### config.mk
export PLATFORM = sky130hd
export DESIGN_NAME = sram_arbiter
export DESIGN_NICKNAME = d
export VERILOG_FILES = /design/src/rtl/sram_arb_pkg.sv /design/src/rtl/rr_picker.sv /design/src/rtl/sram_arbiter.sv
export SDC_FILE = /design/constraint.sdc
export NUM_CORES = 1
export LEC_CHECK = 0
export ABC_CLOCK_PERIOD_IN_PS = 3200
export CAP_MARGIN = 10
export CORE_MARGIN = 8
export CORE_UTILIZATION = 41
export DETAILED_ROUTE_END_ITERATION = 10
export PLACE_DENSITY = 0.8
export SLEW_MARGIN = 20
export SYNTH_ARGS = -nofsm -noshare
export SYNTH_HDL_FRONTEND = slang
export SYNTH_SLANG_ARGS = --single-unit
### constraint.sdc
create_clock -name clk -period 3.2 [get_ports clk]
set_clock_uncertainty 0.15 [all_clocks]
set_input_delay 0.8 -clock clk [delete_from_list [all_inputs] [get_ports clk]]
set_output_delay 0.8 -clock clk [all_outputs]
set_load 0.03 [all_outputs]
### src/rtl/sram_arb_pkg.sv
// rtl/sram_arb_pkg.sv - shared types and constants for the SRAM arbiter
package sram_arb_pkg;

    localparam int DATA_W      = 16;
    localparam int SYNC_CYCLES = 4;
    localparam int WDOG_LIMIT  = 15;

    typedef enum logic [2:0] {
        ST_SYNC,
        ST_IDLE,
        ST_WR_ISSUE,
        ST_WR_WAIT,
        ST_RD_WAIT,
        ST_CL_ISSUE,
        ST_CL_WAIT
    } arb_state_t;

endpackage

### src/rtl/rr_picker.sv
// rtl/rr_picker.sv - round-robin picker: first valid index strictly after last, wrapping
module rr_picker #(
    parameter int NREQ = 3,
    parameter int IDXW = 2
) (
    input  logic [NREQ-1:0] valid,
    input  logic [IDXW-1:0] last,
    output logic [NREQ-1:0] gnt,
    output logic [IDXW-1:0] idx,
    output logic            any
);

    logic [IDXW-1:0] cand;

    always_comb begin
        gnt  = '0;
        idx  = '0;
        any  = 1'b0;
        cand = '0;
        for (int k = 1; k <= NREQ; k++) begin
            cand = IDXW'((int'(last) + k) % NREQ);
            if (!any && valid[cand]) begin
                any       = 1'b1;
                gnt[cand] = 1'b1;
                idx       = cand;
            end
        end
    end

endmodule

### src/rtl/sram_arbiter.sv
// rtl/sram_arbiter.sv - round-robin SRAM controller arbiter with clean service; optional SRAM_ARB_WATCHDOG_EN
module sram_arbiter
    import sram_arb_pkg::*;
#(
    parameter int DEPTH     = 19,
    parameter int NREQ      = 3,
    parameter int READ_WAIT = 2
) (
    input  logic                      clk,
    input  logic                      rst,
    input  logic [NREQ-1:0]           req_valid,
    input  logic [NREQ-1:0]           req_write,
    input  logic [NREQ*(DEPTH+1)-1:0] req_addr,
    input  logic [NREQ*DATA_W-1:0]    req_wdata,
    output logic [NREQ-1:0]           req_gnt,
    output logic [NREQ-1:0]           req_done,
    output logic [DATA_W-1:0]         rdata,
    input  logic                      clean_all,
    input  logic                      clean_mark,
    output logic                      clean_busy,
    output logic                      busy,
    output logic                      err,
    output logic [DEPTH:0]            ctl_addr,
    output logic                      ctl_write_en,
    output logic                      ctl_clear,
    output logic                      ctl_clean_mark,
    output logic [DATA_W-1:0]         ctl_wdata,
    input  logic [DATA_W-1:0]         ctl_rdata,
    input  logic                      ctl_ready
);

    localparam int AW   = DEPTH + 1;
    localparam int IDXW = (NREQ > 1) ? $clog2(NREQ) : 1;

    arb_state_t      state;
    logic [2:0]      sync_cnt;
    logic [7:0]      rd_cnt;
    logic [IDXW-1:0] last_idx;
    logic [IDXW-1:0] cur_idx;
    logic            pend_all;
    logic            pend_mark;

    logic [NREQ-1:0] pick_gnt;
    logic [IDXW-1:0] pick_idx;
    logic            pick_any;
    logic            grant_ok;
    logic [NREQ-1:0] done_mask;

    rr_picker #(
        .NREQ (NREQ),
        .IDXW (IDXW)
    ) u_pick (
        .valid (req_valid),
        .last  (last_idx),
        .gnt   (pick_gnt),
        .idx   (pick_idx),
        .any   (pick_any)
    );

    // Requesters only see a grant in IDLE with no clean waiting its turn.
    assign grant_ok   = (state == ST_IDLE) && !pend_all && !pend_mark;
    assign req_gnt    = grant_ok ? pick_gnt : '0;
    assign done_mask  = NREQ'(1) << cur_idx;
    assign busy       = (state != ST_IDLE);
    assign clean_busy = (state == ST_CL_ISSUE) || (state == ST_CL_WAIT);

`ifdef SRAM_ARB_WATCHDOG_EN
    logic [3:0] wd_cnt;
`else
    assign err = 1'b0;
`endif

    always_ff @(posedge clk) begin
        if (rst) begin
            state          <= ST_SYNC;
            sync_cnt       <= '0;
            rd_cnt         <= '0;
            last_idx       <= IDXW'(NREQ - 1);
            cur_idx        <= '0;
            pend_all       <= 1'b0;
            pend_mark      <= 1'b0;
            req_done       <= '0;
            rdata          <= '0;
            ctl_addr       <= '0;
            ctl_wdata      <= '0;
            ctl_write_en   <= 1'b0;
            ctl_clear      <= 1'b0;
            ctl_clean_mark <= 1'b0;
`ifdef SRAM_ARB_WATCHDOG_EN
            wd_cnt         <= '0;
            err            <= 1'b0;
`endif
        end else begin
            req_done       <= '0;
            ctl_write_en   <= 1'b0;
            ctl_clear      <= 1'b0;
            ctl_clean_mark <= 1'b0;
            if (clean_all) pend_all <= 1'b1;
            if (clean_mark) pend_mark <= 1'b1;

            case (state)
                ST_SYNC: begin
                    if (sync_cnt == 3'(SYNC_CYCLES - 1)) state <= ST_IDLE;
                    else sync_cnt <= sync_cnt + 3'd1;
                end
                ST_IDLE: begin
                    // A pulse of the kind being started merges into that clean.
                    if (pend_all) begin
                        pend_all  <= 1'b0;
                        ctl_clear <= 1'b1;
                        state     <= ST_CL_ISSUE;
                    end else if (pend_mark) begin
                        pend_mark      <= 1'b0;
                        ctl_clean_mark <= 1'b1;
                        state          <= ST_CL_ISSUE;
                    end else if (pick_any) begin
                        cur_idx   <= pick_idx;
                        last_idx  <= pick_idx;
                        ctl_addr  <= req_addr[int'(pick_idx)*AW +: AW];
                        ctl_wdata <= req_wdata[int'(pick_idx)*DATA_W +: DATA_W];
                        if (req_write[pick_idx]) begin
                            ctl_write_en <= 1'b1;
                            state        <= ST_WR_ISSUE;
                        end else begin
                            rd_cnt <= 8'(READ_WAIT - 1);
                            state  <= ST_RD_WAIT;
                        end
                    end
                end
                ST_WR_ISSUE: begin
                    state <= ST_WR_WAIT;
`ifdef SRAM_ARB_WATCHDOG_EN
                    wd_cnt <= 4'd1;
`endif
                end
                ST_WR_WAIT: begin
                    if (ctl_ready) begin
                        req_done <= done_mask;
                        state    <= ST_IDLE;
                    end
`ifdef SRAM_ARB_WATCHDOG_EN
                    // Counter started in WR_ISSUE, so the limit is measured from the write strobe.
                    else if (wd_cnt == 4'(WDOG_LIMIT - 1)) begin
                        err      <= 1'b1;
                        req_done <= done_mask;
                        sync_cnt <= '0;
                        state    <= ST_SYNC;
                    end else begin
                        wd_cnt <= wd_cnt + 4'd1;
                    end
`endif
                end
                ST_RD_WAIT: begin
                    if (rd_cnt == 8'd0) begin
                        rdata    <= ctl_rdata;
                        req_done <= done_mask;
                        state    <= ST_IDLE;
                    end else begin
                        rd_cnt <= rd_cnt - 8'd1;
                    end
                end
                ST_CL_ISSUE: state <= ST_CL_WAIT;
                ST_CL_WAIT: begin
                    if (ctl_ready) state <= ST_IDLE;
                end
                default: state <= ST_SYNC;
            endcase
        end
    end

endmodule

==> out/qor.yml, run 1 <==
timing:
  hold-worst-slack_ns: 0.312
  final.period_utilization_pct: 100
  max_slew.worst_pin.slew_ns: 0.632
  slew_viol_final: 0
  slew_headroom_pct: 57.9
  hold_viol_final: 0
  finalSetupViolCount: 1
  final.min_clock_period_ns: 3.20
  layout_setup_ws_ns: -0.00345
  fmax_ghz: 0.312
critical_path:
  cp_num_cells: 7
  slowest_delay_ns: 0.33
  critPathBufInv: 2
  start_kind: "primary input"
  crit_path_end_kind: "output port"
  crit_path_max_fanout: 5
  critPathSlowestCell: "dlygate4sd2_1"
  cp_top_family: "compound AO/OA/AOI/OAI gates"
  cp.required_ns: 2.25
  arrival_ns: 2.25
  ff2ff_path_depth: 12
  cp_cell_sequence: "dlygate4sd2_1 -> mux2i_1 -> o21a_1 -> nor2_2 -> a221oi_1 -> a211oi_1 -> buf_4"
  worstSetupPathType: "in -> out"
drt:
  wl_per_cell_um: 16.7
  ant_nets: 0
  drt_pass1_iterations: 4
  routed_via_density: 5.35
  drt_iter0_drc: 207
  drc: 0
  routed_wl_mm: 13.8
  vias: 4403
floorplan:
  core_um2: 9680
  start_util_pct: 41.8
  die-area_um2: 13300
  die_w_um: 115
  pin_count: 199
  rows: 36
  die_y_um: 115
clock_tree:
  clock_path_buffers: 2
  cts.sinks: 77
  cts_max_level: 3
  path_clk_slew_ns: 0.10
  clock_latency_ns: 0.35
  root_buffer: "clkbuf_8"
  cts_buffers: 9
  cts_tree: "done"
layout:
  antennaDiodeCount: 0
  layout_common_cells: "clkdlybuf4s50_1 (190), nand2_1 (74), dfxtp_1 (74), nor2_1 (45), nor3_1 (36)"
  drive_above_1_share_pct: 14.2
  final_nets: 827
  instances_no_fill: 823
  area_growth_pct: 61.7
  mostFrequentLayoutCell: "clkdlybuf4s50_1"
placed_design:
  port_buffers: 197
  gp_congestion: 0.916
  dpl.cell_count: 806
  dp_hpwl_mm: 10.6
logic_synthesis:
  synth_cells: 485
  async_flop_share_pct: 0
  ys.flop_type: "dfxtp_1"
  synth.yosys.seq_area_share_pct: 38.1
  synth.distinct_cells: 53
  syn_area_per_cell_um2: 8.35
  yosysWarnings: 0
  synth-seq-cells: 77
  syn-num-nets: 627
  synth.cell_area_um2: 4050
  synth_edf_count: 0
power:
  intPower_uw: 1920
  power_uw: 2860
  power_leakage_uw: 0.00233
  clkPwrFrac_pct: 28.0
  ir_worst_vdd_mv: 0.219
  power.density_nw_per_um2: 436
  pwr-share-seq_pct: 37.7
  comb_power_share_pct: 34.3
  switching_share_pct: 32.9
  switching_power_uw: 941
global_route:
  grtUsageTotal_pct: 20.3
  grt_max_degree: 39
  grt_first_pass_wirelength_mm: 21.8
  grt_pass1_vias: 4528
  antenna_found_initial: 0
  overflow: 0
outcome:
  status: "complete, but fails checks"
  violations: "setup timing"
min_path:
  hold_class: "reg -> reg"
  hold_depth: 2
flow_run:
  cap_violations: 0
-- cells in the mapped netlist (2+ instances only) --
cell type	n	area (µm²)
o21bai_1	2	15.0
o21ai_2	3	26.3
nor2b_1	3	18.8
nand3_1	18	90.1
inv_1	11	41.3
clkbuf_1	19	71.3
a31oi_1	18	113
mux2_1	9	101
ha_1	7	87.6
mux2_2	27	304
dfxtp_1	77	1540
a221oi_1	21	184
buf_6	4	45.0
nor2_1	46	173
a21o_1	2	15.0
mux2i_1	4	40.0
o22ai_1	3	18.8
xnor2_1	2	17.5
nand2b_1	4	25.0
nor4_2	3	37.5
a211oi_1	4	30.0
and2_1	2	12.5
nor3b_1	3	22.5
nor3_1	36	180
o21ai_0	7	35.0
buf_4	3	22.5
nand2_1	74	278
nand3b_1	3	22.5
o21a_1	2	15.0
o31a_1	2	17.5
a21oi_1	31	155
buf_2	9	45.0
or3_1	6	37.5
-- stage by stage --
step | TNS, ns | instance area, µm² | worst slack [ns] | utilization [%]
6_report | -0.00345 | 6550 | -0.00345 | 67.6
5_1_grt | -0.0793 | 6550 | -0.0687 | 67.6
4_1_cts | 0 | 6510 | 0.0147 | 67.2
3_5_place_dp | -2.33 | 6260 | -0.129 | 64.6
3_3_place_gp | -0.355 | 6260 | -0.0588 | 64.6
2_1_floorplan | 0 | 4050 | 0.0919 | -
-- power by group through the flow --
stage	clock network (µW)	logic, µW	registers (µW)
6_report	799	980	1080
5_1_grt	860	1050	1090
4_1_cts	821	973	1080
3_5_place_dp	0	960	1100
3_3_place_gp	0	941	1090
2_1_floorplan	0	471	1160
-- final timing paths --
kind	from	endpoint	slack, ns
worst max-delay path	req_valid[1]	req_gnt[0]	-0.003
worst min-delay path	rdata[1]$_SDFFE_PP0P_	rdata[1]$_SDFFE_PP0P_	0.31
worst max register to register	last_idx[0]$_SDFFE_PP0P_	ctl_wdata[9]$_SDFFE_PP0P_	0.28
worst min register to register	rdata[1]$_SDFFE_PP0P_	rdata[1]$_SDFFE_PP0P_	0.31
-- state kept, by name, summed over array words and instances, names as in the netlist --
name and count:
pend_mark 1, state 3, req_done 3, rd_cnt 8
cur_idx 1, pend_all 1, ctl_addr 20, ctl_clean_mark 1
ctl_wdata 16, last_idx 2, sync_cnt 3, ctl_clear 1
rdata 16, ctl_write_en 1
-- final cells by class --
class                           count  area [µm²]
Clock buffer                        9         124
Multi-Input combinational cell    361        2340
Sequential cell                    77        1550
Tap cell                          133         166
Fill cell                         771        3140
Inverter                           11        41.3
Timing Repair Buffer              225        2230
Clock inverter                      7        92.6
-- what timing repair did --
item | 4_1_cts | 5_1_grt
endpoints found under the setup margin | 3 | 3
buffers inserted | 0 | 1
hold buffers | 0 | 0
resized for setup | 9 | 8
pin swaps | 0 | 6
-- cells by family after synthesis --
logic type,share of synthesized area (%)
compound gates,18.5
xor+xnor,0.433
fa+ha+maj,2.16
buf+inv,5.66
flops,38.1
mux,11.4
other cells,0.0926
simple gates,23.6
-- worst register-to-register path, cell delays in order (launching register included) --
cell,delay [ns]
dfxtp_2,0.43
inv_1,0.12
ha_1,0.24
nand3b_1,0.26
buf_4,0.19
a21oi_1,0.17
o21ai_2,0.07
buf_4,0.14
o21ai_4,0.06
buf_12,0.19
mux2_1,0.35
a221oi_1,0.34
nor3_1,0.10
-- layer usage --
layer / vias up / routed length [µm] / GRT usage [%]
met5: - / 0 / 0
met4: 0 / 441 / 9.28
met3: 32 / 1120 / 7.25
met2: 160 / 6970 / 36.0
met1: 2074 / 5250 / 21.0
li1: 2137 / - / -
Note: power is estimated with default switching activity, not from simulation.
==> run 2: changes to the inputs <==
--- a/config.mk
+++ b/config.mk
@@ -7,6 +7,7 @@
 export LEC_CHECK = 0
 export ABC_CLOCK_PERIOD_IN_PS = 3200
 export CAP_MARGIN = 10
+export CORE_ASPECT_RATIO = 1.25
 export CORE_MARGIN = 8
 export CORE_UTILIZATION = 41
 export DETAILED_ROUTE_END_ITERATION = 10
==> constraint.sdc (replaced) <==
create_clock -name clk -period 3.2 [get_ports clk]
set_clock_uncertainty 0.15 [all_clocks]
set_input_delay 0.32 -clock clk [delete_from_list [all_inputs] [get_ports clk]]
set_output_delay 0.32 -clock clk [all_outputs]
set_load 0.03 [all_outputs]
==> out/qor.yml, run 2 (synthesis gave the netlist of run 1 again) <==
floorplan:
  rows: 40
  die_y_um: 127
  pin_count: 199
  start_util_pct: 42.1
  core_um2: 9610
  die_w_um: 105
  die-area_um2: 13300
critical_path:
  r2r_start: "last_idx[1]$_SDFFE_PP1P_"
  cp.required_ns: 2.73
  crit_path_max_fanout: 11
  start_kind: "flip-flop"
  critPathSlowestCell: "ha_1"
  crit_path_end_kind: "output port"
  worstReg2RegEnd: "ctl_wdata[10]$_SDFFE_PP0P_"
  worstSetupPathType: "reg -> out"
  cp_cell_sequence: "inv_1 -> ha_1 -> mux2i_1 -> o21ai_2 -> a21o_1 -> a21oi_1 -> dlygate4sd2_1"
  ff2ff_setup_slack_ns: 0.22
  ff2ff_path_depth: 10
  slowest_delay_ns: 0.48
  arrival_ns: 2.57
layout:
  mostFrequentLayoutCell: "clkdlybuf4s50_1"
  antennaDiodeCount: 0
  area_growth_pct: 58.8
  final_nets: 816
  largest_register: "ctl_addr"
  largest_register_ffs: 20
  biggestRegsByFlops: "ctl_addr x20, ctl_wdata x16, rdata x16"
  drive_above_1_share_pct: 11.3
  layout_common_cells: "clkdlybuf4s50_1 (193), dfxtp_1 (77), nand2_1 (74), nor2_1 (46), nor3_1 (36)"
timing:
  hold_viol_final: 0
  final.min_clock_period_ns: 3.04
  hold-worst-slack_ns: 0.304
  max_slew.worst_pin.slew_ns: 0.556
  final.period_utilization_pct: 94.9
  slew_viol_final: 0
  finalSetupTns_ns: 0
  slew_headroom_pct: 62.9
  finalSetupViolCount: 0
  rsz0062_at_grt: "false"
  fmax_ghz: 0.329
power:
  power.density_nw_per_um2: 460
  power_leakage_uw: 0.00228
  intPower_uw: 2040
  comb_power_share_pct: 31.4
  switching_power_uw: 916
  switching_share_pct: 31.0
  pwr-share-seq_pct: 36.5
  clkPwrFrac_pct: 32.2
  ir_worst_vdd_mv: 0.285
clock_tree:
  root_buffer: "clkbuf_16"
  cts_buffers: 9
  hold_buffers: 0
  clock_path_buffers: 2
  cts_tree: "done"
  path_clk_slew_ns: 0.06
  cts_max_level: 3
  clock_latency_ns: 0.33
  cts.sinks: 77
global_route:
  grt_max_degree: 39
  grt_pass1_vias: 4545
  grtUsageTotal_pct: 21.1
  overflow: 0
  antenna_found_initial: 0
  grt_first_pass_wirelength_mm: 22.8
outcome:
  status: "completed"
drt:
  drt_iter0_drc: 160
  drc: 0
  drt_pass1_iterations: 4
  routed_via_density: 5.42
  routed_wl_mm: 14.2
  ant_nets: 0
  wl_per_cell_um: 17.6
  vias: 4361
min_path:
  hold_depth: 2
  hold_class: "reg -> reg"
  min_from: "rdata[0]$_SDFFE_PP0P_"
  hold_end: "rdata[0]$_SDFFE_PP0P_"
placed_design:
  port_buffers: 197
  gp_congestion: 0.949
  dp_hpwl_mm: 11.0
flow_run:
  cap_violations: 0
## run 2: cell types whose count changed in the layout (fill, tap and decap cells not counted), moves of 3 or more
cell | before | now
clkbuf_16 | 0 | 9
buf_4 | 26 | 14
clkdlybuf4s50_1 | 190 | 193
clkbuf_8 | 9 | 1
dfxtp_1 | 74 | 77
dfxtp_2 | 3 | 0
## run 2: worst max-delay path by stage
stage	startpoint	endpoint	slack (ns)	cells past startpoint
final	last_idx[1]$_SDFFE_PP1P_	req_gnt[2]	0.16	7
after global routing	last_idx[1]$_SDFFE_PP1P_	req_gnt[0]	0.02	9
after CTS	last_idx[0]$_SDFFE_PP0P_	req_gnt[0]	0.006	9
after detailed placement	last_idx[0]$_SDFFE_PP0P_	req_gnt[0]	0.08	9
after global placement	last_idx[1]$_SDFFE_PP1P_	req_gnt[0]	0.26	9
after floorplan	last_idx[1]$_SDFFE_PP1P_	rd_cnt[3]$_SDFFE_PP0P_	0.51	9
## run 2: what timing repair did
action / in CTS / in global routing
pin swaps: 0 / 1
gates resized for setup: 3 / 7
setup buffers: 0 / 1
cloned: 0 / 0
endpoints found under the setup margin: 3 / 26
## run 2: metal layers
metal | up-vias | wire (µm) | GRT usage [%]
met5 | - | 0 | 0
met3 | 28 | 1590 | 10.3
met1 | 2028 | 5040 | 21.2
li1 | 2112 | - | -
met4 | 0 | 412 | 9.18
met2 | 193 | 7120 | 36.3
## run 2: layout make-up
cell class	instances	area, µm²
Inverter	11	41.3
Clock buffer	11	243
Tap cell	126	158
Multi-Input combinational cell	361	2290
Fill cell	781	3180
Sequential cell	77	1540
Timing Repair Buffer	214	2120
Clock inverter	5	36.3
## run 2: stage by stage
step                      util, %  setup slack, ns  total power [µW]  std cells  area, µm²
after floorplan                 -            0.513              1630        485       4050
after CTS                    66.7          0.00556              2970        804       6410
final                        66.9            0.162              2960        805       6430
after detailed placement     63.9           0.0840              2020        788       6140
after global placement       63.9            0.260              2000        788       6140
after global routing         66.9           0.0247              3110        805       6430
## run 2: worst max-delay path, delay by kind of cell (launching register included)
kind	cells	cell delay, ns
adders and majority gates	1	0.48
AOI/OAI and AO/OA	3	0.49
buffers and inverters	2	0.51
DFF	1	0.40
muxes	1	0.35
## run 2: power by group through the flow
stage	Clock [µW]	Sequential (µW)	Combinational, µW
after CTS	965	1080	927
after detailed placement	0	1100	922
after global placement	0	1090	906
after global routing	1010	1090	1010
final	952	1080	927
after floorplan	0	1160	471
